`src/rtl/alu_cmd_sequencer_if.sv`:
```
// Bus bundle between the command producer, the ALU and the result consumer.
// master = sequencer view, slave = environment view (producer, ALU, consumer).
interface alu_cmd_sequencer_if #(
  parameter int WIDTH = 16,
  parameter int WFUN  = 4,
  parameter int WFLAG = 4
);
  logic             CMD_VALID;
  logic             CMD_READY;
  logic [WIDTH-1:0] CMD_A;
  logic [WIDTH-1:0] CMD_B;
  logic [WFUN-1:0]  CMD_FUN;

  logic [WIDTH-1:0] ALU_A;
  logic [WIDTH-1:0] ALU_B;
  logic [WFUN-1:0]  ALU_FUN;
  logic [WIDTH-1:0] ALU_RES;
  logic [WFLAG-1:0] ALU_FLAGS;

  logic             RES_VALID;
  logic             RES_READY;
  logic [WIDTH-1:0] RES_DATA;
  logic [WFLAG-1:0] RES_FLAGS;
  logic [WFUN-1:0]  RES_FUN;

  modport master (
    input  CMD_VALID, CMD_A, CMD_B, CMD_FUN, ALU_RES, ALU_FLAGS, RES_READY,
    output CMD_READY, ALU_A, ALU_B, ALU_FUN, RES_VALID, RES_DATA, RES_FLAGS, RES_FUN
  );

  modport slave (
    output CMD_VALID, CMD_A, CMD_B, CMD_FUN, ALU_RES, ALU_FLAGS, RES_READY,
    input  CMD_READY, ALU_A, ALU_B, ALU_FUN, RES_VALID, RES_DATA, RES_FLAGS, RES_FUN
  );
endinterface

```
`src/rtl/alu_cmd_sequencer.sv`:
```
// Command FIFO in front of ALU_16bit: issues one command at a time, waits out the
// ALU latency, and holds the captured result on a valid/ready port.
//
//  state | meaning
//  IDLE  | nothing in flight; pop as soon as the FIFO has an entry
//  WAIT  | ALU inputs driven, counting down the ALU latency
//  HOLD  | result captured and presented until the consumer takes it
module alu_cmd_sequencer #(
  parameter int WIDTH      = 16,
  parameter int WFUN       = 4,
  parameter int WFLAG      = 4,
  parameter int FIFO_DEPTH = 4,
  parameter int ALU_LAT    = 1
) (
  input  logic                        CLK,
  input  logic                        RST,
  alu_cmd_sequencer_if.master         bus,
  output logic                        BUSY,
  output logic [$clog2(FIFO_DEPTH):0] FIFO_CNT
);

  localparam int PW   = $clog2(FIFO_DEPTH);
  localparam int CNTW = PW + 1;
  localparam int LW   = $clog2(ALU_LAT + 1);
  localparam int EW   = 2 * WIDTH + WFUN;

  typedef enum logic [1:0] {IDLE, WAIT, HOLD} state_t;

  state_t state_q, state_d;
  logic [LW-1:0]   wait_q, wait_d;
  logic            res_valid_q, res_valid_d;
  logic            pop, push, capture;
  logic            fifo_empty, fifo_full;

  logic [EW-1:0]   mem [FIFO_DEPTH];
  logic [PW-1:0]   wr_ptr, rd_ptr;
  logic [CNTW-1:0] cnt_q;
  logic [EW-1:0]   head;

  logic [WIDTH-1:0] alu_a_q, alu_b_q, res_data_q;
  logic [WFUN-1:0]  alu_fun_q, res_fun_q;
  logic [WFLAG-1:0] res_flags_q;

  assign fifo_empty = (cnt_q == '0);
  assign fifo_full  = (cnt_q == CNTW'(FIFO_DEPTH));
  // Ready depends only on the registered count, so a same-cycle pop never frees a full FIFO.
  assign push       = bus.CMD_VALID & ~fifo_full;
  assign head       = mem[rd_ptr];

  always_comb begin
    state_d     = state_q;
    wait_d      = wait_q;
    res_valid_d = res_valid_q;
    pop         = 1'b0;
    capture     = 1'b0;
    case (state_q)
      IDLE: begin
        if (!fifo_empty) begin
          pop     = 1'b1;
          wait_d  = LW'(ALU_LAT);
          state_d = WAIT;
        end
      end
      WAIT: begin
        if (wait_q != '0) begin
          wait_d = wait_q - 1'b1;
        end else begin
          capture     = 1'b1;
          res_valid_d = 1'b1;
          state_d     = HOLD;
        end
      end
      HOLD: begin
        if (bus.RES_READY) begin
          res_valid_d = 1'b0;
          if (!fifo_empty) begin
            pop     = 1'b1;
            wait_d  = LW'(ALU_LAT);
            state_d = WAIT;
          end else begin
            state_d = IDLE;
          end
        end
      end
      default: state_d = IDLE;
    endcase
  end

  always_ff @(posedge CLK) begin
    if (push) mem[wr_ptr] <= {bus.CMD_A, bus.CMD_B, bus.CMD_FUN};
  end

  always_ff @(posedge CLK or negedge RST) begin
    if (!RST) begin
      state_q     <= IDLE;
      wait_q      <= '0;
      res_valid_q <= 1'b0;
      wr_ptr      <= '0;
      rd_ptr      <= '0;
      cnt_q       <= '0;
      alu_a_q     <= '0;
      alu_b_q     <= '0;
      alu_fun_q   <= '0;
      res_data_q  <= '0;
      res_flags_q <= '0;
      res_fun_q   <= '0;
    end else begin
      state_q     <= state_d;
      wait_q      <= wait_d;
      res_valid_q <= res_valid_d;
      if (push) wr_ptr <= wr_ptr + 1'b1;
      if (pop) begin
        rd_ptr                          <= rd_ptr + 1'b1;
        {alu_a_q, alu_b_q, alu_fun_q}   <= head;
      end
      if (push && !pop)      cnt_q <= cnt_q + 1'b1;
      else if (pop && !push) cnt_q <= cnt_q - 1'b1;
      if (capture) begin
        res_data_q  <= bus.ALU_RES;
        res_flags_q <= bus.ALU_FLAGS;
        res_fun_q   <= alu_fun_q;
      end
    end
  end

  assign bus.CMD_READY = ~fifo_full;
  assign bus.ALU_A     = alu_a_q;
  assign bus.ALU_B     = alu_b_q;
  assign bus.ALU_FUN   = alu_fun_q;
  assign bus.RES_VALID = res_valid_q;
  assign bus.RES_DATA  = res_data_q;
  assign bus.RES_FLAGS = res_flags_q;
  assign bus.RES_FUN   = res_fun_q;
  assign BUSY          = (state_q != IDLE) | ~fifo_empty;
  assign FIFO_CNT      = cnt_q;

endmodule

```
`src/flat_wrapper.sv`:
```
// flat-port wrapper written by rule: the top's interface ports become plain ports
module alu_cmd_sequencer_flat 
#(
  parameter int WIDTH      = 16,
  parameter int WFUN       = 4,
  parameter int WFLAG      = 4,
  parameter int FIFO_DEPTH = 4,
  parameter int ALU_LAT    = 1
)
  (CLK, RST, BUSY, FIFO_CNT, bus_CMD_VALID, bus_CMD_A, bus_CMD_B, bus_CMD_FUN, bus_ALU_RES, bus_ALU_FLAGS, bus_RES_READY, bus_CMD_READY, bus_ALU_A, bus_ALU_B, bus_ALU_FUN, bus_RES_VALID, bus_RES_DATA, bus_RES_FLAGS, bus_RES_FUN);
  alu_cmd_sequencer_if #(.WIDTH(WIDTH), .WFUN(WFUN), .WFLAG(WFLAG)) bus_i ();
  input  logic CLK;
  input  logic RST;
  output logic BUSY;
  output logic [$clog2(FIFO_DEPTH):0] FIFO_CNT;
  input wire logic [$bits(bus_i.CMD_VALID)-1:0] bus_CMD_VALID;
  input wire logic [$bits(bus_i.CMD_A)-1:0] bus_CMD_A;
  input wire logic [$bits(bus_i.CMD_B)-1:0] bus_CMD_B;
  input wire logic [$bits(bus_i.CMD_FUN)-1:0] bus_CMD_FUN;
  input wire logic [$bits(bus_i.ALU_RES)-1:0] bus_ALU_RES;
  input wire logic [$bits(bus_i.ALU_FLAGS)-1:0] bus_ALU_FLAGS;
  input wire logic [$bits(bus_i.RES_READY)-1:0] bus_RES_READY;
  output wire logic [$bits(bus_i.CMD_READY)-1:0] bus_CMD_READY;
  output wire logic [$bits(bus_i.ALU_A)-1:0] bus_ALU_A;
  output wire logic [$bits(bus_i.ALU_B)-1:0] bus_ALU_B;
  output wire logic [$bits(bus_i.ALU_FUN)-1:0] bus_ALU_FUN;
  output wire logic [$bits(bus_i.RES_VALID)-1:0] bus_RES_VALID;
  output wire logic [$bits(bus_i.RES_DATA)-1:0] bus_RES_DATA;
  output wire logic [$bits(bus_i.RES_FLAGS)-1:0] bus_RES_FLAGS;
  output wire logic [$bits(bus_i.RES_FUN)-1:0] bus_RES_FUN;
  assign bus_i.CMD_VALID = bus_CMD_VALID;
  assign bus_i.CMD_A = bus_CMD_A;
  assign bus_i.CMD_B = bus_CMD_B;
  assign bus_i.CMD_FUN = bus_CMD_FUN;
  assign bus_i.ALU_RES = bus_ALU_RES;
  assign bus_i.ALU_FLAGS = bus_ALU_FLAGS;
  assign bus_i.RES_READY = bus_RES_READY;
  assign bus_CMD_READY = bus_i.CMD_READY;
  assign bus_ALU_A = bus_i.ALU_A;
  assign bus_ALU_B = bus_i.ALU_B;
  assign bus_ALU_FUN = bus_i.ALU_FUN;
  assign bus_RES_VALID = bus_i.RES_VALID;
  assign bus_RES_DATA = bus_i.RES_DATA;
  assign bus_RES_FLAGS = bus_i.RES_FLAGS;
  assign bus_RES_FUN = bus_i.RES_FUN;
  alu_cmd_sequencer #(.WIDTH(WIDTH), .WFUN(WFUN), .WFLAG(WFLAG), .FIFO_DEPTH(FIFO_DEPTH), .ALU_LAT(ALU_LAT)) u_core (.CLK(CLK), .RST(RST), .bus(bus_i), .BUSY(BUSY), .FIFO_CNT(FIFO_CNT));
endmodule
```
`config.mk`:
```
export PLATFORM = sky130hd
export DESIGN_NAME = alu_cmd_sequencer_flat
export DESIGN_NICKNAME = d
export VERILOG_FILES = /design/src/rtl/alu_cmd_sequencer_if.sv /design/src/rtl/alu_cmd_sequencer.sv /design/src/flat_wrapper.sv
export SDC_FILE = /design/constraint.sdc
export NUM_CORES = 1
export LEC_CHECK = 0
export CORE_MARGIN = 3
export CORE_UTILIZATION = 55
export CTS_BUF_LIST = sky130_fd_sc_hd__clkbuf_8
export CTS_CLUSTER_DIAMETER = 30
export DETAILED_ROUTE_END_ITERATION = 10
export DONT_BUFFER_PORTS = 1
export PLACE_DENSITY = 0.67
export SYNTH_ARGS = -nofsm -noshare
export SYNTH_HDL_FRONTEND = slang
export SYNTH_SLANG_ARGS = --single-unit
```
`constraint.sdc`:
```
create_clock -name CLK -period 6.49 [get_ports CLK]
set_input_delay 0.649 -clock CLK [delete_from_list [all_inputs] [get_ports CLK]]
set_output_delay 0.649 -clock CLK [all_outputs]
set_load 0.05 [all_outputs]
```
# Word-level counts from Yosys, hierarchy flattened
# Memories as Yosys holds them, arrays and structs flattened. A register that Yosys moved wholly into a read port is not among the register bits.
# Cells that the tools add are included.
# totals
reg_bits,35
ram_bits,144
in_bits,60
out_inout_bits,66
wordCells,60
memories,1
# op_classes
n_addsub,5
eq_ne,6
n_mux,21
bitwise_logic,4
reduce_logical,14
# memory_table
memory,words,width,rd,rd_clocked_by_memory_dff,wr,line,text
u_core.mem,4,36,1,1,1,alu_cmd_sequencer.sv:35,logic [EW-1:0] mem [FIFO_DEPTH];
# op_table
operator,n
1-bit 2-to-1 mux,12
2-bit 2-to-1 mux,3
3-bit 2-to-1 mux,2
2-bit inequality test (second input constant),3
2-bit one-hot mux with 3 select lines,1
3-bit AND reduction,2
2-bit nonzero test,3
2-bit by 1-bit adder with 2-bit output (second input constant),2
1-bit one-hot mux with 2 select lines,2
3-bit by 1-bit adder with 3-bit output (second input constant),1
3-bit == test (second input constant),1
1-bit zero test,3
3-bit zero test,1
1-bit one-hot mux with 3 select lines,1
3-bit nonzero test,1
3-bit by 1-bit subtractor with 3-bit output (second input constant),1
2-bit by 1-bit == test with 1-bit output (second input constant),1
2-bit == test (second input constant),1
1-bit logical AND,2
2-bit zero test,1
1-bit inverter,2
2-bit AND reduction,1
1-bit bitwise AND,1
1-bit OR,1
1-bit subtractor (second input constant),1

# Depth between registers and ports, before layout
# depth
ltp_word,7
mapped_depth,10
mapped_depth_nobuf,9

# Worst setup path after synthesis
# OpenSTA, ideal clock, no wires.
# synth_timing
path_type,register -> register
start,"register u_core.cnt_q[0], in the netlist u_core.FIFO_CNT[0]"
end,"memory u_core.mem[0][0] (netlist bit), enable pin"
setup_time_ns,0.397
arrival_ns,2.121
required_ns,6.093
setup_slack_ns,3.973
path_stages_with_launch,4
n_path_buf,0
period_less_slack_ns,2.517
path_cell_list,dfrtp_1 nor2_1 a21boi_1 and2_1
# synth_between
elab_chain_cells,5
# synth_lines
item,line,text
start: declaration,alu_cmd_sequencer.sv:37,logic [CNTW-1:0] cnt_q;
start signal: assignment,alu_cmd_sequencer.sv:116,if (push && !pop) cnt_q <= cnt_q + 1'b1;
start signal: assignment,alu_cmd_sequencer.sv:117,else if (pop && !push) cnt_q <= cnt_q - 1'b1;
3-bit == test,alu_cmd_sequencer.sv:45,assign fifo_full = (cnt_q == CNTW'(FIFO_DEPTH));
1-bit inverter,alu_cmd_sequencer.sv:47,assign push = bus.CMD_VALID & ~fifo_full;
1-bit bitwise AND,alu_cmd_sequencer.sv:47,
named net u_core.push,alu_cmd_sequencer.sv:32,"logic pop, push, capture;"
1-bit 2-to-1 mux,alu_cmd_sequencer.sv:90,"if (push) mem[wr_ptr] <= {bus.CMD_A, bus.CMD_B, bus.CMD_FUN};"
1-bit 2-to-1 mux (implied by the code),alu_cmd_sequencer.sv:90,
end: declaration,alu_cmd_sequencer.sv:35,
# The timed path passes the listed nets, and every way through them passes these cells.

# Final worst setup path
# layout_timing
start,"register u_core.cnt_q[0], in the netlist u_core.FIFO_CNT[0]"
end,output port BUSY
# layout_between
elab_chain_cells,3
# layout_lines
item,line,text
3-bit zero test,alu_cmd_sequencer.sv:44,assign fifo_empty = (cnt_q == '0);
1-bit inverter,alu_cmd_sequencer.sv:134,assign BUSY = (state_q != IDLE) | ~fifo_empty;
1-bit OR,alu_cmd_sequencer.sv:134,
end: declaration,flat_wrapper.sv:14,output logic BUSY;
# Every way passes these cells.

==> results.md <==
- Worst-Margin Slew: 1.09 ns
- Number of remaining DRC errors: 0
- Global-route wire length before repair: 20700 um
- Origin of the worst setup path: u_core.FIFO_CNT[0]
- Period utilization: 0.430
- Initial drt markers: 197
- Critical path class: flop to output pin
- Post-synth top area share: 0.538
- Max-cap violation count: 0
- RSZ-0062 raised after global routing: false
- Dpl hpwl: 7670 um
- Largest delay share family, worst path: simple AND/OR/NAND/NOR gates
- Fmax: 0.359 GHz
- CP required: 5.84 ns
- R2R Setup Slk: 3.89 ns
- Post-route minimum period: 2.79 ns
- WL per Instance: 21.6 um
- Commonest cells in the synthesized netlist: 144 x edfxtp_1, 71 x dfrtp_1, 58 x mux2_2
- #FFs+latches synth: 215
- Vias in the first global route: 3905
- CP arrival: 2.14 ns
- CP startpoint kind: flop
- Stages on the worst setup path: 2
- Primary FF master, synth: edfxtp_1
- Crit-path max FO: 5
- Hold Vio Cnt, Final: 0
- Maximum root-to-sink buffer count: 3
- Hold WC Path Type: input port to asynchronous set/reset pin
- Post-CTS setup buffers: 0
- Netlist cell types: 29
- Post-synth EDFFs: 144
- Critical Path, Cell by Cell: nor3_1 -> nand2_1
- FP Rows: 43
- Mapped Area: 8040 um^2
- Total gr overflow: 0
- Initial antenna violation count: 0
- Die area: 16100 um^2
- Ports: 126
- CTS Hold Buffers Added: 1
- Worst r2r dst: u_core.mem[1][20]
- Syn Inst Count: 368
- CP bufs+invs: 0
- First drt pass iteration count: 4
- GP Congestion: 0.693
- CTS buffer count: 41
- Reg2Reg Depth: 3
- Clk sinks: 215
- Synth area leaders: edfxtp_1 54%, dfrtp_1 22%, mux4_2 9.8%
- Asr flop ratio synth: 0.330
- Clk pin slew, worst setup/hold paths: 0.06 ns
- R2r startpoint: u_core.FIFO_CNT[0]
- Tot GR Track Use: 0.169
- DIE WIDTH: 127 um
- Setup TNS: 0 ns
- Drt via density: 5.68
- Final Slew Violations: 0
- Share of cells above drive strength 1: 0.413
- Mean Syn Cell Area: 21.8 um^2
- Die Height: 127 um
- Yosys warning count: 0
- Worst-Skew Late Latency: 0.52 ns
- Routed Antenna Nets: 0
- Max incr delay on CP: 0.62 ns
- Total Wirelength: 13300 um
- Mapped Nets: 434
- Slew margin rel.: 0.270
- CP endpoint kind: output pin
- Core Area: 14100 um^2
- Final setup viols: 0
- Ant diodes: 0
- CTS root buf: clkbuf_8
- Layout area overhead: 14.1%
- Vias: 3483
- Largest net degree at the start of global routing: 72
- CTS tree: done
- Slowest cell on the critical path: dfrtp_1
- Starting Density: 0.570
- Cell taking the most area after synthesis: edfxtp_1
- Port Buf Inserts: 0
- Most numerous cell in the Yosys netlist: edfxtp_1
- Post-cts gate resize count: 0
- Fin nets: 466
- Skew final: 0.0132 ns
- Setup crit end: BUSY
- Status: finished, final reports clean
- Seq/Total Area, Yosys: 0.759
- H-tree levels: 2
-- per-layer routing --
metal,track usage,share of wire
met5,0,0
met4,0.0631,0.022
met3,0.0749,0.095
met2,0.284,0.51
met1,0.193,0.37
-- stage by stage --
step | util | cell area, um^2 | hold slack, ns | std cells | setup WS, ns
after floorplan | - | 8040 | 0.353 | 368 | 3.97
after global placement | 0.580 | 8180 | 0.356 | 536 | 3.92
after detailed placement | 0.580 | 8180 | 0.355 | 536 | 3.84
after CTS | 0.650 | 9170 | 0.00313 | 613 | 3.64
after global routing | 0.650 | 9170 | 0.0161 | 613 | 3.53
final | 0.650 | 9170 | 0.0194 | 613 | 3.70
-- logic make-up after synthesis --
| logic type | share of synthesized area |
|---|---|
| flip-flops | 0.759 |
| multiplexers | 0.192 |
| buffers and inverters | 0.0159 |
| AND/OR/NAND/NOR | 0.0126 |
| XOR/XNOR | 0.00654 |
| adder cells (fa/ha/maj) | 0.0103 |
| AO/OA/AOI/OAI | 0.00343 |
-- worst min-delay path by stage --
stage	from	cells after the start	end	slack [ns]
CTS	RST	1	u_core.bus.RES_DATA[15]	0.003
floorplan	RST	0	u_core.FIFO_CNT[0]	0.35
global placement	RST	0	u_core.bus.ALU_A[14]	0.36
detailed placement	RST	0	u_core.bus.ALU_A[9]	0.36
global route	RST	1	u_core.bus.RES_DATA[15]	0.02
finish	RST	1	u_core.bus.RES_DATA[15]	0.02
-- worst register-to-register path: stages (launching register included) --
cell      delay [ns]
dfrtp_1         0.74
nor2_1          0.12
a21boi_1        0.43
and2_2          0.90
-- layout make-up --
cell class / instances / area, um^2
Timing Repair Buffer: 3 / 42.5
Tap cell: 180 / 225
Sequential cell: 215 / 6100
Multi-Input combinational cell: 134 / 1820
Clock inverter: 28 / 299
Inverter: 5 / 18.8
Clock buffer: 48 / 661
Fill cell: 933 / 4930
-- state kept, by name, indices dropped and copies added, names as in the netlist --
name	flops
u_core.FIFO_CNT	3
u_core.bus.ALU_A	16
u_core.bus.ALU_B	16
u_core.bus.ALU_FUN	4
u_core.bus.RES_DATA	16
u_core.bus.RES_FLAGS	4
u_core.bus.RES_FUN	4
u_core.bus.RES_VALID	1
u_core.mem	144
u_core.rd_ptr	2
u_core.state_q	2
u_core.wait_q	1
u_core.wr_ptr	2
-- cells in the final DEF, fill, tap and decap left out, drive strengths merged, types with 2 or more instances in the layout --
master and n:
and2 4, buf 3, bufinv 6, clkbuf 48, clkinv 14, clkinvlp 5, dfrtp 71, edfxtp 144
ha 5, inv 8, mux2 63, mux4 36, nand2 3, nor2 7, nor3 2, xnor2 2
xor2 4
Power is not shown: default switching activity piles up to over one toggle a cycle in this logic, so the estimate is an artifact.
